File: src/rtl/rast_iter_pkg.sv
// Shared types, sizes and subsample helpers for the sample iterator.
package rast_iter_pkg;

  localparam int SIGFIG = 24;
  localparam int RADIX  = 10;
  localparam int VERTS  = 3;
  localparam int AXIS   = 3;
  localparam int COLORS = 3;

  typedef logic [SIGFIG-1:0]                        coord_t;
  typedef logic [1:0][SIGFIG-1:0]                   pt_t;
  typedef logic [VERTS-1:0][AXIS-1:0][SIGFIG-1:0]   tri_t;
  typedef logic [COLORS-1:0][SIGFIG-1:0]            color_t;

  typedef enum logic {WAIT_STATE, TEST_STATE} iter_state_t;

  // One-hot subsample mode to log2 of samples per pixel edge.
  // The lowest set bit wins if more than one bit is set.
  function automatic int ss_lg2(input logic [3:0] sub_sample);
    if (sub_sample[0])      return 3;
    else if (sub_sample[1]) return 2;
    else if (sub_sample[2]) return 1;
    else                    return 0;
  endfunction

  // Sample pitch in fixed point for a given subsample log2.
  function automatic coord_t ss_step(input int lg2);
    coord_t one;
    one = coord_t'(1);
    return one << (RADIX - lg2);
  endfunction

endpackage

File: src/rtl/smpl_iter_if.sv
// Bundle of the bbox-side handshake and the sample-stream outputs.
// SMPL_ITER_CNT_EN adds the per-triangle sample count and done pulse.
interface smpl_iter_if;
  import rast_iter_pkg::*;

  tri_t           tri_R13S;
  color_t         color_R13U;
  logic [1:0][1:0][SIGFIG-1:0] box_R13S;
  logic           validTri_R13H;
  logic           halt_RnnnnH;
  logic [3:0]     subSample_RnnnnU;
  logic           halt_R13H;
  tri_t           tri_R14S;
  color_t         color_R14U;
  pt_t            sample_R14S;
  logic           validSamp_R14H;
`ifdef SMPL_ITER_CNT_EN
  logic [31:0]    sampCount_R14U;
  logic           triDone_R14H;
`endif

  modport master (
    output tri_R13S, color_R13U, box_R13S, validTri_R13H, halt_RnnnnH, subSample_RnnnnU,
    input  halt_R13H, tri_R14S, color_R14U, sample_R14S, validSamp_R14H
`ifdef SMPL_ITER_CNT_EN
    , input sampCount_R14U, triDone_R14H
`endif
  );

  modport slave (
    input  tri_R13S, color_R13U, box_R13S, validTri_R13H, halt_RnnnnH, subSample_RnnnnU,
    output halt_R13H, tri_R14S, color_R14U, sample_R14S, validSamp_R14H
`ifdef SMPL_ITER_CNT_EN
    , output sampCount_R14U, triDone_R14H
`endif
  );

endinterface

File: src/rtl/dff.sv
// Enabled register cleared by an asynchronous active-low reset.
module dff #(
  parameter int WIDTH = 1
) (
  input  logic             clk,
  input  logic             rst,
  input  logic             en,
  input  logic [WIDTH-1:0] d,
  output logic [WIDTH-1:0] q
);

  // Load d when enabled, clear immediately on reset.
  always_ff @(posedge clk or negedge rst) begin
    if (!rst)    q <= '0;
    else if (en) q <= d;
  end

endmodule

File: src/rtl/smpl_iter.sv
// Sample iterator: takes one bounded triangle and walks its box in raster
// order at subsample pitch, one candidate sample per cycle.
// Optional feature macro: SMPL_ITER_CNT_EN (sample count + last-sample pulse).
module smpl_iter
  import rast_iter_pkg::*;
(
  input logic        clk,
  input logic        rst,
  smpl_iter_if.slave bus
);

  localparam int EXT = SIGFIG + 1;

  iter_state_t state, state_nxt;
  logic        en;
  logic        box_empty;
  logic        x_adv, y_adv;

  tri_t   tri_q, tri_d;
  color_t color_q, color_d;
  pt_t    sample_q, sample_d;
  pt_t    ur_q, ur_d;
  coord_t ll_x_q, ll_x_d;
  coord_t step_q, step_d;

  logic signed [EXT-1:0] x_nxt, y_nxt, ur_x_ext, ur_y_ext;

  // A downstream stall freezes every register, including the FSM.
  assign en = ~bus.halt_RnnnnH;

  assign box_empty = ($signed(bus.box_R13S[1][0]) < $signed(bus.box_R13S[0][0])) |
                     ($signed(bus.box_R13S[1][1]) < $signed(bus.box_R13S[0][1]));

  // One extra bit keeps the step past the last column from wrapping negative.
  assign x_nxt    = $signed({sample_q[0][SIGFIG-1], sample_q[0]}) + $signed({1'b0, step_q});
  assign y_nxt    = $signed({sample_q[1][SIGFIG-1], sample_q[1]}) + $signed({1'b0, step_q});
  assign ur_x_ext = $signed({ur_q[0][SIGFIG-1], ur_q[0]});
  assign ur_y_ext = $signed({ur_q[1][SIGFIG-1], ur_q[1]});
  assign x_adv    = (x_nxt <= ur_x_ext);
  assign y_adv    = (y_nxt <= ur_y_ext);

  // FSM state register.
  always_ff @(posedge clk or negedge rst) begin
    if (!rst)    state <= WAIT_STATE;
    else if (en) state <= state_nxt;
  end

  // Next state and next sample position; the triangle is captured on accept.
  always_comb begin
    state_nxt = state;
    tri_d     = tri_q;
    color_d   = color_q;
    sample_d  = sample_q;
    ur_d      = ur_q;
    ll_x_d    = ll_x_q;
    step_d    = step_q;
    case (state)
      WAIT_STATE: begin
        if (bus.validTri_R13H) begin
          tri_d    = bus.tri_R13S;
          color_d  = bus.color_R13U;
          sample_d = bus.box_R13S[0];
          ur_d     = bus.box_R13S[1];
          ll_x_d   = bus.box_R13S[0][0];
          step_d   = ss_step(ss_lg2(bus.subSample_RnnnnU));
          if (!box_empty) state_nxt = TEST_STATE;
        end
      end
      TEST_STATE: begin
        if (x_adv) begin
          sample_d[0] = x_nxt[SIGFIG-1:0];
        end else if (y_adv) begin
          sample_d[0] = ll_x_q;
          sample_d[1] = y_nxt[SIGFIG-1:0];
        end else begin
          state_nxt = WAIT_STATE;
        end
      end
      default: state_nxt = WAIT_STATE;
    endcase
  end

  dff #(.WIDTH($bits(tri_t)))   u_tri    (.clk(clk), .rst(rst), .en(en), .d(tri_d),    .q(tri_q));
  dff #(.WIDTH($bits(color_t))) u_color  (.clk(clk), .rst(rst), .en(en), .d(color_d),  .q(color_q));
  dff #(.WIDTH($bits(pt_t)))    u_sample (.clk(clk), .rst(rst), .en(en), .d(sample_d), .q(sample_q));
  dff #(.WIDTH($bits(pt_t)))    u_ur     (.clk(clk), .rst(rst), .en(en), .d(ur_d),     .q(ur_q));
  dff #(.WIDTH(SIGFIG))         u_ll_x   (.clk(clk), .rst(rst), .en(en), .d(ll_x_d),   .q(ll_x_q));
  dff #(.WIDTH(SIGFIG))         u_step   (.clk(clk), .rst(rst), .en(en), .d(step_d),   .q(step_q));

  assign bus.halt_R13H      = (state == TEST_STATE);
  assign bus.validSamp_R14H = (state == TEST_STATE);
  assign bus.tri_R14S       = tri_q;
  assign bus.color_R14U     = color_q;
  assign bus.sample_R14S    = sample_q;

`ifdef SMPL_ITER_CNT_EN
  logic [31:0] cnt_q, cnt_d;

  // Count starts at 1 with the first sample and clears when the box retires.
  always_comb begin
    cnt_d = cnt_q;
    case (state)
      WAIT_STATE: if (bus.validTri_R13H && !box_empty) cnt_d = 32'd1;
      TEST_STATE: cnt_d = (x_adv || y_adv) ? cnt_q + 32'd1 : 32'd0;
      default:    cnt_d = 32'd0;
    endcase
  end

  dff #(.WIDTH(32)) u_cnt (.clk(clk), .rst(rst), .en(en), .d(cnt_d), .q(cnt_q));

  assign bus.sampCount_R14U = cnt_q;
  assign bus.triDone_R14H   = (state == TEST_STATE) & ~x_adv & ~y_adv;
`endif

endmodule

File: src/flat_wrapper.sv
// flat-port wrapper written by rule: the top's interface ports become plain ports
module smpl_iter_flat import rast_iter_pkg::*;
  (clk, rst, bus_tri_R13S, bus_color_R13U, bus_box_R13S, bus_validTri_R13H, bus_halt_RnnnnH, bus_subSample_RnnnnU, bus_halt_R13H, bus_tri_R14S, bus_color_R14U, bus_sample_R14S, bus_validSamp_R14H);
  smpl_iter_if bus_i ();
  input logic clk;
  input logic rst;
  input wire logic [$bits(bus_i.tri_R13S)-1:0] bus_tri_R13S;
  input wire logic [$bits(bus_i.color_R13U)-1:0] bus_color_R13U;
  input wire logic [$bits(bus_i.box_R13S)-1:0] bus_box_R13S;
  input wire logic [$bits(bus_i.validTri_R13H)-1:0] bus_validTri_R13H;
  input wire logic [$bits(bus_i.halt_RnnnnH)-1:0] bus_halt_RnnnnH;
  input wire logic [$bits(bus_i.subSample_RnnnnU)-1:0] bus_subSample_RnnnnU;
  output wire logic [$bits(bus_i.halt_R13H)-1:0] bus_halt_R13H;
  output wire logic [$bits(bus_i.tri_R14S)-1:0] bus_tri_R14S;
  output wire logic [$bits(bus_i.color_R14U)-1:0] bus_color_R14U;
  output wire logic [$bits(bus_i.sample_R14S)-1:0] bus_sample_R14S;
  output wire logic [$bits(bus_i.validSamp_R14H)-1:0] bus_validSamp_R14H;
  assign bus_i.tri_R13S = bus_tri_R13S;
  assign bus_i.color_R13U = bus_color_R13U;
  assign bus_i.box_R13S = bus_box_R13S;
  assign bus_i.validTri_R13H = bus_validTri_R13H;
  assign bus_i.halt_RnnnnH = bus_halt_RnnnnH;
  assign bus_i.subSample_RnnnnU = bus_subSample_RnnnnU;
  assign bus_halt_R13H = bus_i.halt_R13H;
  assign bus_tri_R14S = bus_i.tri_R14S;
  assign bus_color_R14U = bus_i.color_R14U;
  assign bus_sample_R14S = bus_i.sample_R14S;
  assign bus_validSamp_R14H = bus_i.validSamp_R14H;
  smpl_iter u_core (.clk(clk), .rst(rst), .bus(bus_i));
endmodule
File: config.mk
export PLATFORM = sky130hd
export DESIGN_NAME = smpl_iter_flat
export DESIGN_NICKNAME = d
export VERILOG_FILES = /design/src/rtl/rast_iter_pkg.sv /design/src/rtl/smpl_iter_if.sv /design/src/rtl/dff.sv /design/src/rtl/smpl_iter.sv /design/src/flat_wrapper.sv
export SDC_FILE = /design/constraint.sdc
export NUM_CORES = 1
export LEC_CHECK = 0
export CAP_MARGIN = 20
export CORE_AREA = 2 2 284 286
export CTS_CLUSTER_SIZE = 12
export DETAILED_ROUTE_END_ITERATION = 6
export DIE_AREA = 0 0 286 288
export SLEW_MARGIN = 20
export SYNTH_ARGS = -nofsm -noshare
export SYNTH_HDL_FRONTEND = slang
export SYNTH_SLANG_ARGS = --single-unit
File: constraint.sdc
create_clock -name clk -period 5.7 [get_ports clk]
set_input_delay 1.425 -clock clk [delete_from_list [all_inputs] [get_ports clk]]
set_output_delay 1.425 -clock clk [all_outputs]
set_load 0.02 [all_outputs]
# After elaboration in Yosys (flattened, before gate mapping)

Index checks and enable logic that the tools add are counted.

Word-level logic and storage cells: 41
Register bits: 433
Input port bits: 392
Output and inout bits: 338

Eq/ne operators: 4
Reduce and logical (&&, ||, !) cells: 3
Shift operators: 1
Bitwise gates (word level): 3
Add/subtract/negate cells: 3
Mux-type cells: 15
Order comparisons: 4

Operators with widths:

| kind                                              | number |
|---|---|
| 2-to-1 mux 32 bit                                 | 4 |
| 2-to-1 mux 48 bit                                 | 2 |
| case mux 48 bit (2 select lines)                  | 1 |
| adder 24 x 25 -> 25 bit                           | 2 |
| less-or-equal comparator 25 x 24 -> 1 bit         | 2 |
| less-than comparator 24 bit                       | 2 |
| 2-to-1 mux 24 bit                                 | 2 |
| left shift 1 x 32 -> 24 bit, first input constant | 1 |
| subtractor 5 x 32 -> 32 bit, first input constant | 1 |
| != test 2 bit, second input constant              | 3 |
| AND reduction 3 bit                               | 2 |
| 2-to-1 mux 1 bit                                  | 5 |
| AND reduction 4 bit                               | 1 |
| != test 3 bit, second input constant              | 1 |
| inverter 1 bit                                    | 2 |
| case mux 1 bit (2 select lines)                   | 1 |
| bitwise OR 1 bit                                  | 1 |

# Longest topological paths before layout

Gate-level depths: netlist of run 1.

Word-level depth: 7
Gate-level depth with buffers: 21
Gate-level depth less buffers: 19

# Cells and area by module

A second synthesis of run 1 with hierarchy kept.

Cells, all modules: 2956
Area total of the unflattened synthesis: 28244.6 µm²

By module, submodules not included:

| module                     | area each (µm²) | cells an instance | times used | sequential area each (µm²) |
|---|---|---|---|---|
| smpl_iter                  | 10913.0         | 2044              | 1          | 25.0 |
| dff at u_core.u_tri        | 8589.5          | 456               | 1          | 5405.2 |
| dff at u_core.u_sample ... | 1860.5          | 101               | 2          | 1201.2 |
| dff at u_core.u_color      | 3026.7          | 152               | 1          | 1801.7 |
| dff at u_core.u_ll_x ...   | 997.2           | 51                | 2          | 600.6 |

# Least setup slack after synthesis of run 1

OpenSTA, ideal clock, no wires.

Kind: flip-flop to flip-flop
From: reg u_core.u_sample.q[24]
To: reg u_core.u_sample.q[34]
Path buffers: 2
Arrival time: 4.534 ns
Cell stages (with the launch flop): 22
Setup slack: 1.041 ns
Required time: 5.575 ns
Period minus slack after synthesis: 4.659 ns
Setup time: 0.125 ns
Path through: dfrtp_1 ha_1 fa_1 a21o_1 a21oi_1 o21ai_0 nand3_1 a41o_1 a21oi_1 nand2_1 xnor2_1 ha_1 nand4_1 nor4_2 nand2_1 o211a_1 a21oi_1 nor4_2 or2_1 buf_4 buf_6 mux2_4

Cells in the longest elaborated chain, start to end: 4
Elaborated cells between the ends (all ways): 7
Those cells by class: add/sub (1); order compare (1); eq/ne (1); mux (3); reduce/logical (1)

Ends and longest elaborated chain:

| element                                                                                  | line                             | text |
|---|---|---|
| from (decl)                                                                              | dff.sv:9                         | `output logic [WIDTH-1:0] q` |
| from (signal assigned)                                                                   | dff.sv:14                        | `if (!rst) q <= '0;` |
| from (signal assigned)                                                                   | dff.sv:15                        | `else if (en) q <= d;` |
| adder 24 x 25 -> 25 bit *                                                                | smpl_iter.sv:36                  | `assign y_nxt = $signed({sample_q[1][SIGFIG-1], sample_q[1]}) + $signed({1'b0, step_q});` |
| less-or-equal comparator 25 x 24 -> 1 bit or 2-to-1 mux 48 bit (tied branches)           | smpl_iter.sv:40, smpl_iter.sv:72 |  |
| != test 2 bit (no source line) or 2-to-1 mux 24 bit (tied branches)                      | n/a                              |  |
| AND reduction 4 bit (no source line) or case mux 48 bit (2 select lines) (tied branches) | n/a                              |  |

Every way passes the cells marked *; elsewhere a longest branch is shown, timed or not. The select of a mux whose other input is x is not followed.
A chain may end at the register's enable or synchronous reset.

# Worst setup path in the final report of run 1

From: reg u_core.u_step.q[4]
To: reg u_core.u_sample.q[21]

Cells in the longest elaborated chain, start to end: 4
Elaborated cells between the ends (all ways): 8
Those cells by class: add/sub (2); order compare (2); eq/ne (1); mux (2); reduce/logical (1)

Ends and longest elaborated chain:

| element                                                                                  | line |
|---|---|
| from (decl)                                                                              | dff.sv:9 |
| from (signal assigned)                                                                   | dff.sv:14 |
| from (signal assigned)                                                                   | dff.sv:15 |
| adder 24 x 25 -> 25 bit, on equally long branches                                        | smpl_iter.sv:36, smpl_iter.sv:35 |
| less-or-equal comparator 25 x 24 -> 1 bit, on equally long branches                      | smpl_iter.sv:40, smpl_iter.sv:39 |
| != test 3 bit (no source line) or 2-to-1 mux 24 bit (tied branches)                      | n/a |
| AND reduction 3 bit (no source line) or case mux 48 bit (2 select lines) (tied branches) | n/a |

Several ways; a longest one is shown, not always the timed one.

==> results of run 1 <==
per-stage QoR:
step                      power [W]  std cells
after global placement       0.0140       4030
after CTS                    0.0176       4124
final                        0.0173       4129
after floorplan             0.00984       2322
after detailed placement     0.0141       4030
after global routing         0.0185       4125
logic make-up after synthesis:
group                    share of synthesized area
buffers and inverters                       0.0429
multiplexers                                0.0194
AO/OA/AOI/OAI                               0.0997
flip-flops                                   0.516
XOR/XNOR                                    0.0175
adder cells (fa/ha/maj)                     0.0801
AND/OR/NAND/NOR                              0.225
power by group:
part           internal, W  switching, W  leakage, nW  total (W)
clock network      0.00206       0.00136        0.850    0.00342
logic              0.00381       0.00488         8.67    0.00869
registers          0.00439      0.000849         5.24    0.00524
worst max-delay path, delay by kind of cell (launching register included):
family | cells | cell delay [ns]
simple gates | 4 | 1.03
compound gates | 9 | 2.29
xor+xnor | 1 | 0.23
buf+inv | 2 | 0.24
fa+ha+maj | 3 | 0.88
flops | 1 | 0.48
sequential cells by signal, summed over array words and instances (netlist names):
name / cells
u_core.bus.halt_R13H: 1
u_core.u_step.q: 13
u_core.u_tri.q: 216
u_core.u_ll_x.q: 24
u_core.u_ur.q: 48
u_core.u_sample.q: 48
u_core.u_color.q: 72
final cells by class:
class | count | area, sq um
Fill cell | 8025 | 48900
Sequential cell | 422 | 10600
Multi-Input combinational cell | 1677 | 9060
Timing Repair Buffer | 751 | 7600
Clock buffer | 81 | 1530
Tap cell | 1060 | 1330
Inverter | 120 | 450
Clock inverter | 13 | 211
Antenna cell | 5 | 12.5
per-layer routing:
layer  GRT usage  vias up  wire, microns
met1       0.232     8515          33000
met5           0        -            195
met3      0.0612      163           6370
met4      0.0645       32           2810
met2       0.320      547          38900
li1            -     8957              -
layout by cell type, fill, tap and decap left out, types with 5 or more instances in the layout:
cell type           n
xnor2_1            28
a22oi_1             7
nand4_1            19
a31oi_1             8
mux2_2             13
and2_1             10
clkdlybuf4s50_1   727
nand2_1          1007
dfrtp_1           421
nand3_1            17
a31o_2              6
xor2_1             13
nor3_1             10
bufinv_16           5
a211oi_2           10
buf_4              12
o21ai_0           109
nor2_1             50
a21o_1             39
o31ai_1             5
clkbuf_1           17
ha_1              128
o211ai_1            7
a211oi_1           17
o21ai_1            10
nand2b_1            7
or3_1               6
and3_1              7
inv_1             119
mux2i_1            19
clkbuf_8           12
clkbuf_16          52
a21oi_1            52
diode_2             5
buf_12             11
o21bai_1            6
worst max path at each step:
stage | slack, ns | to
2_1_floorplan | 1.04 | u_core.u_sample.q[34]
3_3_place_gp | 0.49 | u_core.u_sample.q[32]
3_5_place_dp | 0.46 | u_core.u_sample.q[32]
4_1_cts | 0.40 | u_core.u_sample.q[30]
5_1_grt | 0.07 | u_core.u_sample.q[21]
6_report | 0.44 | u_core.u_sample.q[21]
==> impl_summary.txt, run 1 <==
----------------------------------------------------
[Detailed routing]
  Number of vias after detailed routing ... 18200
  Drt pass-1 iters ... 7
  Detailed-route wire length ... 81200 microns
  Antenna violation net count after detailed routing ... 0
  Vias per cell ... 4.41
  Starting DRC count in detailed routing ... 1123
  DRC violation count after routing ... 0
  Routed length per instance ... 19.7 microns

[Timing]
  Worst Clk Skew ... 0.0224 ns
  RSZ-0062 raised after global routing ... no
  Final setup violation count ... 0
  Final critical path time including I/O delays and setup ... 5.26 ns
  Worst Setup Slack, final ... 0.441 ns
  Hold slack final ... about 0.47 ns
  Highest clock frequency the design can meet ... between 150 and 200 MHz
  Slew headroom ... 0.186
  Share of the clock period used by the worst path ... 0.923
  Final max-slew violation count ... 0
  Slew @ Worst Pin ... 1.22 ns
  Endpoints failing hold ... 0
  Post-route setup TNS ... 0 ns

[Logic synthesis]
  Post-synthesis async set-or-reset flop share ... 1.00
  Ranking of synthesized cells by instance count ... nand2_1, dfrtp_1, ha_1, inv_1, o21ai_0
  Most common flop cell mapped by yosys ... dfrtp_1
  Most numerous cell in the Yosys netlist ... nand2_1
  Part of the Yosys area used for sequential elements ... 0.516
  Mapped Nets ... 2844
  Average footprint of a synthesized cell ... between 8 and 9 sq um
  Post-synthesis cell type with the largest combined area ... dfrtp_1
  Top post-synthesis cells by area ... dfrtp_1, nand2_1, ha_1
  Synthesized instance count ... 2322
  Number of library cell types mapped by synthesis ... 73
  Share of the synthesized area in the top cell type ... 0.516
  Synth Warn # ... 0
  Seq cells post-synth ... 422
  Count of flip-flops with a built-in enable after synthesis ... 0
  Post-synth design cell area ... approximately 20000 sq um

[Worst setup path]
  CP arrival ... 5.76 ns
  Max incr delay on CP ... 0.48 ns
  Type of element launching the critical path ... flop
  Critical path launch point ... u_core.u_step.q[4]
  R2r startpoint ... u_core.u_step.q[4]
  Critical-path maximum fanout ... 42
  Data required time at the worst endpoint ... 6.20 ns
  Reg2reg path depth ... 19
  Worst reg-to-reg setup slack ... 0.44 ns
  Kind of capture point of the worst setup path ... flop
  Critical-path cell with the highest stage delay ... dfrtp_1
  Worst r2r dst ... u_core.u_sample.q[21]
  Cell breakdown of the critical path ... ha_1 > inv_1 > fa_1 > nand2b_1 > a21oi_1 > o2111ai_1 > a211o_1 > a31oi_1 > xor2_1 > ha_1 > a211oi_1 > nor2_1 > o211ai_1 > a21oi_1 > or3_1 > a311o_4 > buf_12 > or2_4 > o21ai_1
  Crit Path Class ... reg2reg

[Power]
  IR Drop Worst-Case VDD ... 0.341 mV
  Pwr dens ... 564 nW/um^2
  Pleak ... about 15 nW

[Floorplan]
  I/O pin count ... 730
  Floorplan Core Area ... 79600 sq um
  Height of the die ... 288 microns
  Standard-cell row count ... around 100
  Die W ... approximately 290 microns
  Area of the die ... 82400 sq um
  Initial Utilization ... 0.257

[Placement]
  Half-perimeter wire length after detailed placement ... 62400 microns
  Placed instance area ... ~29000 sq um
  Post-placement setup slack ... ~0.46 ns
  Quantity of I/O buffers inserted on ports ... 728
  Routability-driven placement congestion ratio ... 0.867

[Hold path]
  Worst-case hold path end point ... u_core.u_tri.q[28]
  Type of the most critical hold path ... reg2reg
  Hold path startpoint ... u_core.u_tri.q[28]
  Hold-critical path depth ... 2

[Clock network]
  Root cell of the clock tree ... clkbuf_16
  CTS tree ... yes
  Number of clock buffers inserted by TritonCTS ... 52
  Clock insertion delay at the later pin of the skew report ... 0.60 ns
  Post-CTS Setup Inserts ... 0
  Post-cts sizing count ... 0
  Clock-pin transition on the worst setup and hold timing paths ... approximately 0.06 ns
  Htree depth ... 2
  Hold bufs inserted after CTS ... 0
  Bufs on Longest Clock Path ... 3
  TritonCTS Sinks ... 422

[GRT]
  Number of antenna violations at the first check in global routing ... 31
  Vias in the first global route ... 18200
  All-layer global routing usage ... 0.191
  First-pass GRT wire length ... 119000 microns
  Pin count of the biggest net entering global routing ... 208
  Remaining global-route overflow ... 0

[Status]
  Outcome ... complete, no violations

[Final layout]
  NumNets Final ... 3546
  Fin util ... 0.386
  Layout cell share with drive strength beyond 1 ... 0.0486
  Area growth from synthesis to layout ... 50.2%
  Final instance area ... 30800 sq um

[Job]
  Max Cap Violations ... 0

----------------------------------------------------
No activity file was read; power rests on OpenSTA's default activity.
==> run 2: changes to the inputs <==
--- a/config.mk
+++ b/config.mk
@@ -6,10 +6,9 @@
 export NUM_CORES = 1
 export LEC_CHECK = 0
 export CAP_MARGIN = 20
-export CORE_AREA = 2 2 284 286
-export CTS_CLUSTER_SIZE = 12
+export CORE_AREA = 5 5 279 281
 export DETAILED_ROUTE_END_ITERATION = 6
-export DIE_AREA = 0 0 286 288
+export DIE_AREA = 0 0 284 286
 export SLEW_MARGIN = 20
 export SYNTH_ARGS = -nofsm -noshare
 export SYNTH_HDL_FRONTEND = slang
==> impl_summary.txt, run 2 (same netlist as run 1, synthesis figures left out) <==
----------------------------------------------------
[Worst setup path]
  Type of element launching the critical path ... flop
  Kind of capture point of the worst setup path ... flop
  Reg2reg path depth ... 17 (-2)
  Worst r2r dst ... u_core.u_sample.q[4]
  Crit Path Class ... reg2reg
  Data required time at the worst endpoint ... 6.18 ns (-0.02 ns)
  CP arrival ... 5.79 ns (+0.03 ns)
  Critical-path maximum fanout ... 23 (-45%)
  Worst reg-to-reg setup slack ... 0.39 ns (-0.05 ns)
  R2r startpoint ... u_core.u_step.q[6]

[Floorplan]
  Area of the die ... 81200 sq um (-1.4%)
  Height of the die ... 286 microns (-0.69%)
  I/O pin count ... 730 (unchanged)
  Standard-cell row count ... 101 (-2.9%)
  Floorplan Core Area ... 75200 sq um (-5.6%)
  Initial Utilization ... 0.272 (+0.0152)
  Die W ... 284 microns (-0.70%)

[Final layout]
  Area growth from synthesis to layout ... 49.5%
  Most common cell after layout, fill and taps aside ... nand2_1
  Finished Layout Cells ... 4052 (-1.9%)
  Fin util ... 0.407 (+0.0211)
  NumNets Final ... 3552 (+0.17%)
  Number of flip-flops in the largest register ... 216 (unchanged)
  Largest Register ... u_core.u_tri.q
  Largest registers ... u_core.u_tri.q x216, u_core.u_color.q x72
  Final instance area ... 30600 sq um (-0.43%)
  Layout cell share with drive strength beyond 1 ... 0.0518 (+0.00320)
  Leading cell types in the layout, fill and taps excluded ... nand2_1, clkdlybuf4s50_1, dfrtp_1

[Placement]
  Post-placement setup slack ... 0.280 ns (-0.181 ns)
  Routability-driven placement congestion ratio ... 0.889 (+2.6%)
  Placed instance area ... 28900 sq um (-0.44%)
  Count of placed standard cells including taps ... 3953 (-1.9%)
  Quantity of I/O buffers inserted on ports ... 728 (unchanged)
  Half-perimeter wire length after detailed placement ... 65200 microns (+4.4%)

[GRT]
  Remaining global-route overflow ... 0 (unchanged)
  Vias in the first global route ... 18500 (+1.2%)
  First-pass GRT wire length ... 123000 microns (+3.6%)
  Pin count of the biggest net entering global routing ... 118 (-43%)
  Number of antenna violations at the first check in global routing ... 26 (-16%)
  All-layer global routing usage ... 0.198 (+0.00674)

[Detailed routing]
  Starting DRC count in detailed routing ... 1057 (-5.9%)
  Number of vias after detailed routing ... 18300 (+0.53%)
  Drt pass-1 iters ... 5 (-2)
  Routed length per instance ... 20.7 microns (+5.3%)
  Detailed-route wire length ... 83900 microns (+3.3%)
  DRC violation count after routing ... 0 (unchanged)
  Vias per cell ... 4.52 (+2.4%)
  Antenna violation net count after detailed routing ... 0 (unchanged)

[Timing]
  Final critical path time including I/O delays and setup ... 5.31 ns (+0.0502 ns)
  Post-route setup TNS ... 0 ns (unchanged)
  Endpoints failing hold ... 0 (unchanged)
  Final setup violation count ... 0 (unchanged)
  Final max-slew violation count ... 0 (unchanged)
  RSZ-0062 raised after global routing ... no
  Highest clock frequency the design can meet ... 188 MHz (-0.94%)
  Slew headroom ... 0.471 (+0.285)
  Slew @ Worst Pin ... 0.783 ns (-0.437 ns)
  Share of the clock period used by the worst path ... 0.931 (+0.00880)
  Worst Clk Skew ... 0.0185 ns (-0.00387 ns)
  Worst Setup Slack, final ... 0.391 ns (-0.0502 ns)

[Clock network]
  CTS tree ... yes
  Number of clock buffers inserted by TritonCTS ... 53 (+1.9%)
  Clock-pin transition on the worst setup and hold timing paths ... 0.06 ns (about the same)
  Clock insertion delay at the later pin of the skew report ... 0.59 ns (about the same)
  Hold bufs inserted after CTS ... 0 (unchanged)
  Bufs on Longest Clock Path ... 3 (unchanged)
  Htree depth ... 2 (unchanged)
  TritonCTS Sinks ... 422 (unchanged)
  Root cell of the clock tree ... clkbuf_16

[Hold path]
  Hold-critical path depth ... 2 (unchanged)
  Type of the most critical hold path ... reg2reg
  Worst-case hold path end point ... u_core.u_tri.q[37]
  Hold path startpoint ... u_core.u_tri.q[37]

[Power]
  Pwr dens ... 568 nW/um^2 (+0.67%)
  Pleak ... 14.8 nW (about the same)
  IR Drop Worst-Case VDD ... 0.297 mV (-13%)

[Job]
  Max Cap Violations ... 0 (unchanged)

[Status]
  Outcome ... complete, no violations

----------------------------------------------------
==> run 2: changes by cell type in the layout (fill, tap and decap cells not counted), sizes merged <==
cell / change
buf: +5
bufinv: -2
clkbuf: -5
clkinv: +5
clkinvlp: +1
diode: +1
==> run 2: layout make-up <==
class / count / area, sq um
antenna: 6 / 15.0
inverter: 120 / 450
clock inverter: 17 / 184
timing repair buffer: 756 / 7580
multi-input combinational: 1677 / 9080
fill: 7459 / 44600
tap: 978 / 1220
sequential: 422 / 10600
clock buffer: 76 / 1530
==> run 2: worst max-delay path by stage <==
stage	start	end	slack, ns
floorplan	u_core.u_sample.q[24]	u_core.u_sample.q[34]	1.04
global route	u_core.u_step.q[6]	u_core.u_sample.q[4]	0.04
CTS	u_core.u_step.q[4]	u_core.u_sample.q[4]	0.25
detailed placement	u_core.u_step.q[4]	u_core.u_sample.q[4]	0.28
global placement	u_core.u_step.q[4]	u_core.u_sample.q[4]	0.36
finish	u_core.u_step.q[6]	u_core.u_sample.q[4]	0.39
==> run 2: timing repair <==
action | CTS | global route
gates resized for setup | 0 | 3
endpoints found under the setup margin | 0 | 26
buffers inserted | 0 | 0
==> run 2: power breakdown <==
part | internal [W] | switching (W)
Combinational | 0.00378 | 0.00497
Clock | 0.00200 | 0.00139
Sequential | 0.00439 | 0.000858
==> run 2: worst max-delay path: stages (launching register included) <==
cell and delay [ns]:
dfrtp_1 0.48, ha_1 0.39, o21ai_0 0.11, o211ai_1 0.29, a21oi_1 0.22, o31ai_1 0.49
or4b_1 0.56, xnor2_1 0.16, ha_1 0.29, nand3_1 0.11, nor4_2 0.38, nand2_1 0.09
o211a_1 0.21, a21oi_1 0.41, a311o_4 0.53, buf_4 0.24, a211oi_2 0.04, a21o_1 0.18
==> run 2: through the flow <==
stage,total power (W),hold WS [ns]
2_1_floorplan,0.00984,0.442
3_3_place_gp,0.0140,0.457
3_5_place_dp,0.0141,0.461
4_1_cts,0.0176,0.475
5_1_grt,0.0185,0.484
6_report,0.0174,0.469
==> run 2: metal layers <==
metal,part of all wire,routed length (microns),vias up,track usage
met5,0.0022,184,-,0
met4,0.024,2030,26,0.0436
met3,0.072,6000,145,0.0619
met2,0.50,41600,526,0.349
met1,0.41,34100,8639,0.239
li1,-,-,8974,-
==> run 3: changes to the inputs <==
--- a/config.mk
+++ b/config.mk
@@ -6,9 +6,9 @@
 export NUM_CORES = 1
 export LEC_CHECK = 0
 export CAP_MARGIN = 20
-export CORE_AREA = 5 5 279 281
+export CORE_AREA = 3 3 285 287
 export DETAILED_ROUTE_END_ITERATION = 6
-export DIE_AREA = 0 0 284 286
+export DIE_AREA = 0 0 288 290
 export SLEW_MARGIN = 20
 export SYNTH_ARGS = -nofsm -noshare
 export SYNTH_HDL_FRONTEND = slang
==> constraint.sdc (replaced) <==
create_clock -name clk -period 5.7 [get_ports clk]
set_input_delay 0.57 -clock clk [delete_from_list [all_inputs] [get_ports clk]]
set_output_delay 0.57 -clock clk [all_outputs]
set_load 0.02 [all_outputs]
==> impl_summary.txt, run 3 (same netlist as run 1, synthesis figures left out) <==
----------------------------------------------------
[Status]
  Outcome ... finished, violations left
  Violations in the final reports ... hold timing

[Floorplan]
  Height of the die ... 290 microns (+1.4%)
  Initial Utilization ... 0.260 (-0.0127)
  Area of the die ... 83500 sq um (+2.8%)
  Floorplan Core Area ... 78900 sq um (+4.9%)
  Die W ... 288 microns (+1.4%)
  Standard-cell row count ... 103 (+2.0%)
  I/O pin count ... 730 (unchanged)

[Power]
  Pleak ... 14.8 nW (+0.27%)
  Pwr dens ... 571 nW/um^2 (+0.57%)
  IR Drop Worst-Case VDD ... 0.349 mV (+18%)

[Clock network]
  Post-cts sizing count ... 0 (unchanged)
  Clock insertion delay at the later pin of the skew report ... 0.61 ns (+0.02 ns)
  CTS tree ... yes
  Post-CTS Setup Inserts ... 0 (unchanged)
  Number of clock buffers inserted by TritonCTS ... 53 (unchanged)
  TritonCTS Sinks ... 422 (unchanged)
  Hold bufs inserted after CTS ... 0 (unchanged)
  Htree depth ... 2 (unchanged)
  Clock-pin transition on the worst setup and hold timing paths ... 0.06 ns (about the same)
  Bufs on Longest Clock Path ... 3 (unchanged)
  Root cell of the clock tree ... clkbuf_16

[GRT]
  Global routing usage on met3 ... 0.0576 (-0.00433)
  Number of antenna violations at the first check in global routing ... 27 (+3.8%)
  Vias in the first global route ... 18600 (+0.74%)
  Met2 demand-to-capacity share in global routing ... 0.349 (about the same)
  All-layer global routing usage ... 0.198 (about the same)
  Pin count of the biggest net entering global routing ... 167 (+42%)
  Met1 Usage GRT ... 0.238 (about the same)
  Global routing's busiest layer ... met2
  First-pass GRT wire length ... 125000 microns (+1.2%)
  Remaining global-route overflow ... 0 (unchanged)

[Worst setup path]
  Crit Path Class ... reg2reg
  Max incr delay on CP ... 0.52 ns (-0.04 ns)
  Cell breakdown of the critical path ... ha_1 > o21ai_0 > o211ai_1 > a21oi_1 > o31ai_1 > buf_4 > or4b_1 > xnor2_1 > ha_1 > nand3_1 > nor4_2 > nand3_1 > a21oi_1 > a21oi_1 > buf_4 > nor4_2 > or2_1 > buf_4 > mux2_2
  CP arrival ... 5.69 ns (-0.10 ns)
  Type of element launching the critical path ... flop
  Data required time at the worst endpoint ... 6.19 ns (about the same)
  Critical-path maximum fanout ... 19 (-17%)
  Critical-path cell with the highest stage delay ... or4b_1
  Kind of capture point of the worst setup path ... flop

[Final layout]
  Final instance area ... 30800 sq um (+0.57%)
  Largest Register ... u_core.u_tri.q
  Multi-input logic area ... 9070 sq um (-0.12%)
  Most common cell after layout, fill and taps aside ... nand2_1
  Finished Layout Cells ... 4121 (+1.7%)
  Sequential cell area in the final layout ... 10600 sq um (unchanged)
  Filler cells ... 7977 (+6.9%)
  Layout cell share with drive strength beyond 1 ... 0.0515 (-0.000276)
  Number of flip-flops in the largest register ... 216 (unchanged)
  NumNets Final ... 3546 (-0.17%)
  Leading cell types in the layout, fill and taps excluded ... nand2_1, clkdlybuf4s50_1, dfrtp_1
  Largest registers ... u_core.u_tri.q x216, u_core.u_color.q x72
  Area growth from synthesis to layout ... 50.4%

[Placement]
  Count of placed standard cells including taps ... 4019 (+1.7%)
  Quantity of I/O buffers inserted on ports ... 728 (unchanged)
  Post-placement setup slack ... 0.423 ns (+0.143 ns)
  Half-perimeter wire length after detailed placement ... 64900 microns (-0.34%)
  Routability-driven placement congestion ratio ... 0.883 (-0.65%)
  Placed instance area ... 28900 sq um (+0.16%)

[Timing]
  Hold slack final ... -0.0443 ns (-0.513 ns)
  Endpoints failing hold ... 20 (+20)
  Final critical path time including I/O delays and setup ... 5.21 ns (-0.100 ns)
  Highest clock frequency the design can meet ... 192 MHz (+1.9%)
  Share of the clock period used by the worst path ... 0.914 (-0.0175)
  Worst Setup Slack, final ... 0.491 ns (+0.100 ns)
  Worst Clk Skew ... 0.0163 ns (-0.00224 ns)
  Post-route setup TNS ... 0 ns (unchanged)
  RSZ-0062 raised after global routing ... no
  Final setup violation count ... 0 (unchanged)
  Slew headroom ... 0.265 (-0.207)
  Final max-slew violation count ... 0 (unchanged)
  Slew @ Worst Pin ... 1.10 ns (+0.320 ns)

[Detailed routing]
  Number of vias after detailed routing ... 18400 (+0.32%)
  Detailed-route wire length ... 84500 microns (+0.71%)
  Routed length per instance ... 20.5 microns (-0.97%)
  Drt pass-1 iters ... 5 (unchanged)
  Vias per cell ... 4.46 (-1.4%)
  DRC violation count after routing ... 0 (unchanged)
  Starting DRC count in detailed routing ... 956 (-9.6%)
  Antenna violation net count after detailed routing ... 0 (unchanged)

[Job]
  Max Cap Violations ... 0 (unchanged)

[Hold path]
  Type of the most critical hold path ... in2async

----------------------------------------------------
-- run 3: path summary, 6_finish.rpt --
check / start / endpoint / slack [ns] / cells past startpoint
max in group asynchronous: rst / u_core.u_color.q[20] / 4.35 / 2
max reg2reg: u_core.u_step.q[6] / u_core.u_sample.q[28] / 0.49 / 19
min reg2reg: u_core.u_tri.q[66] / u_core.u_tri.q[66] / 0.47 / 2
max: u_core.u_step.q[6] / u_core.u_sample.q[28] / 0.49 / 19
min in group clk: u_core.u_tri.q[66] / u_core.u_tri.q[66] / 0.47 / 2
min: rst / u_core.u_ur.q[4] / -0.04 / 1
-- run 3: metal layers --
layer / share of wire / wire length [microns]
met1: 0.40 / 34000
met2: 0.50 / 42300
met3: 0.077 / 6500
met4: 0.018 / 1500
met5: 0.0025 / 212
-- run 3: report_power, final --
group / switching [W] / internal, W
sequential: 0.000844 / 0.00439
clock: 0.00143 / 0.00221
combinational: 0.00494 / 0.00379
-- run 3: worst max-delay path, delay by kind of cell (launching register included) --
family	cells	cell delay, ns
xor gates and xnor gates	1	0.16
buffers and inverters	3	0.64
AOI/OAI and AO/OA	6	1.16
and+or+nand+nor	6	1.60
adders and majority gates	2	0.66
muxes	1	0.38
DFF	1	0.45
-- run 3: cell type report --
cell class,count,area share
diodes,6,0.000487
repair buffers,750,0.245
flip-flops and latches,422,0.343
clock buffers,72,0.0487
inverters,120,0.0146
multi-input cells,1677,0.294
well taps,1050,0.0427
clock inverters,24,0.0117
-- run 3: per-stage QoR --
stage          utilization  total power [W]  hold slack, ns
6_report             0.391           0.0176         -0.0443
5_1_grt              0.390           0.0188          0.0128
4_1_cts              0.390           0.0178         0.00125
3_5_place_dp         0.367           0.0141           0.461
3_3_place_gp         0.367           0.0140           0.457
2_1_floorplan            -          0.00984           0.274
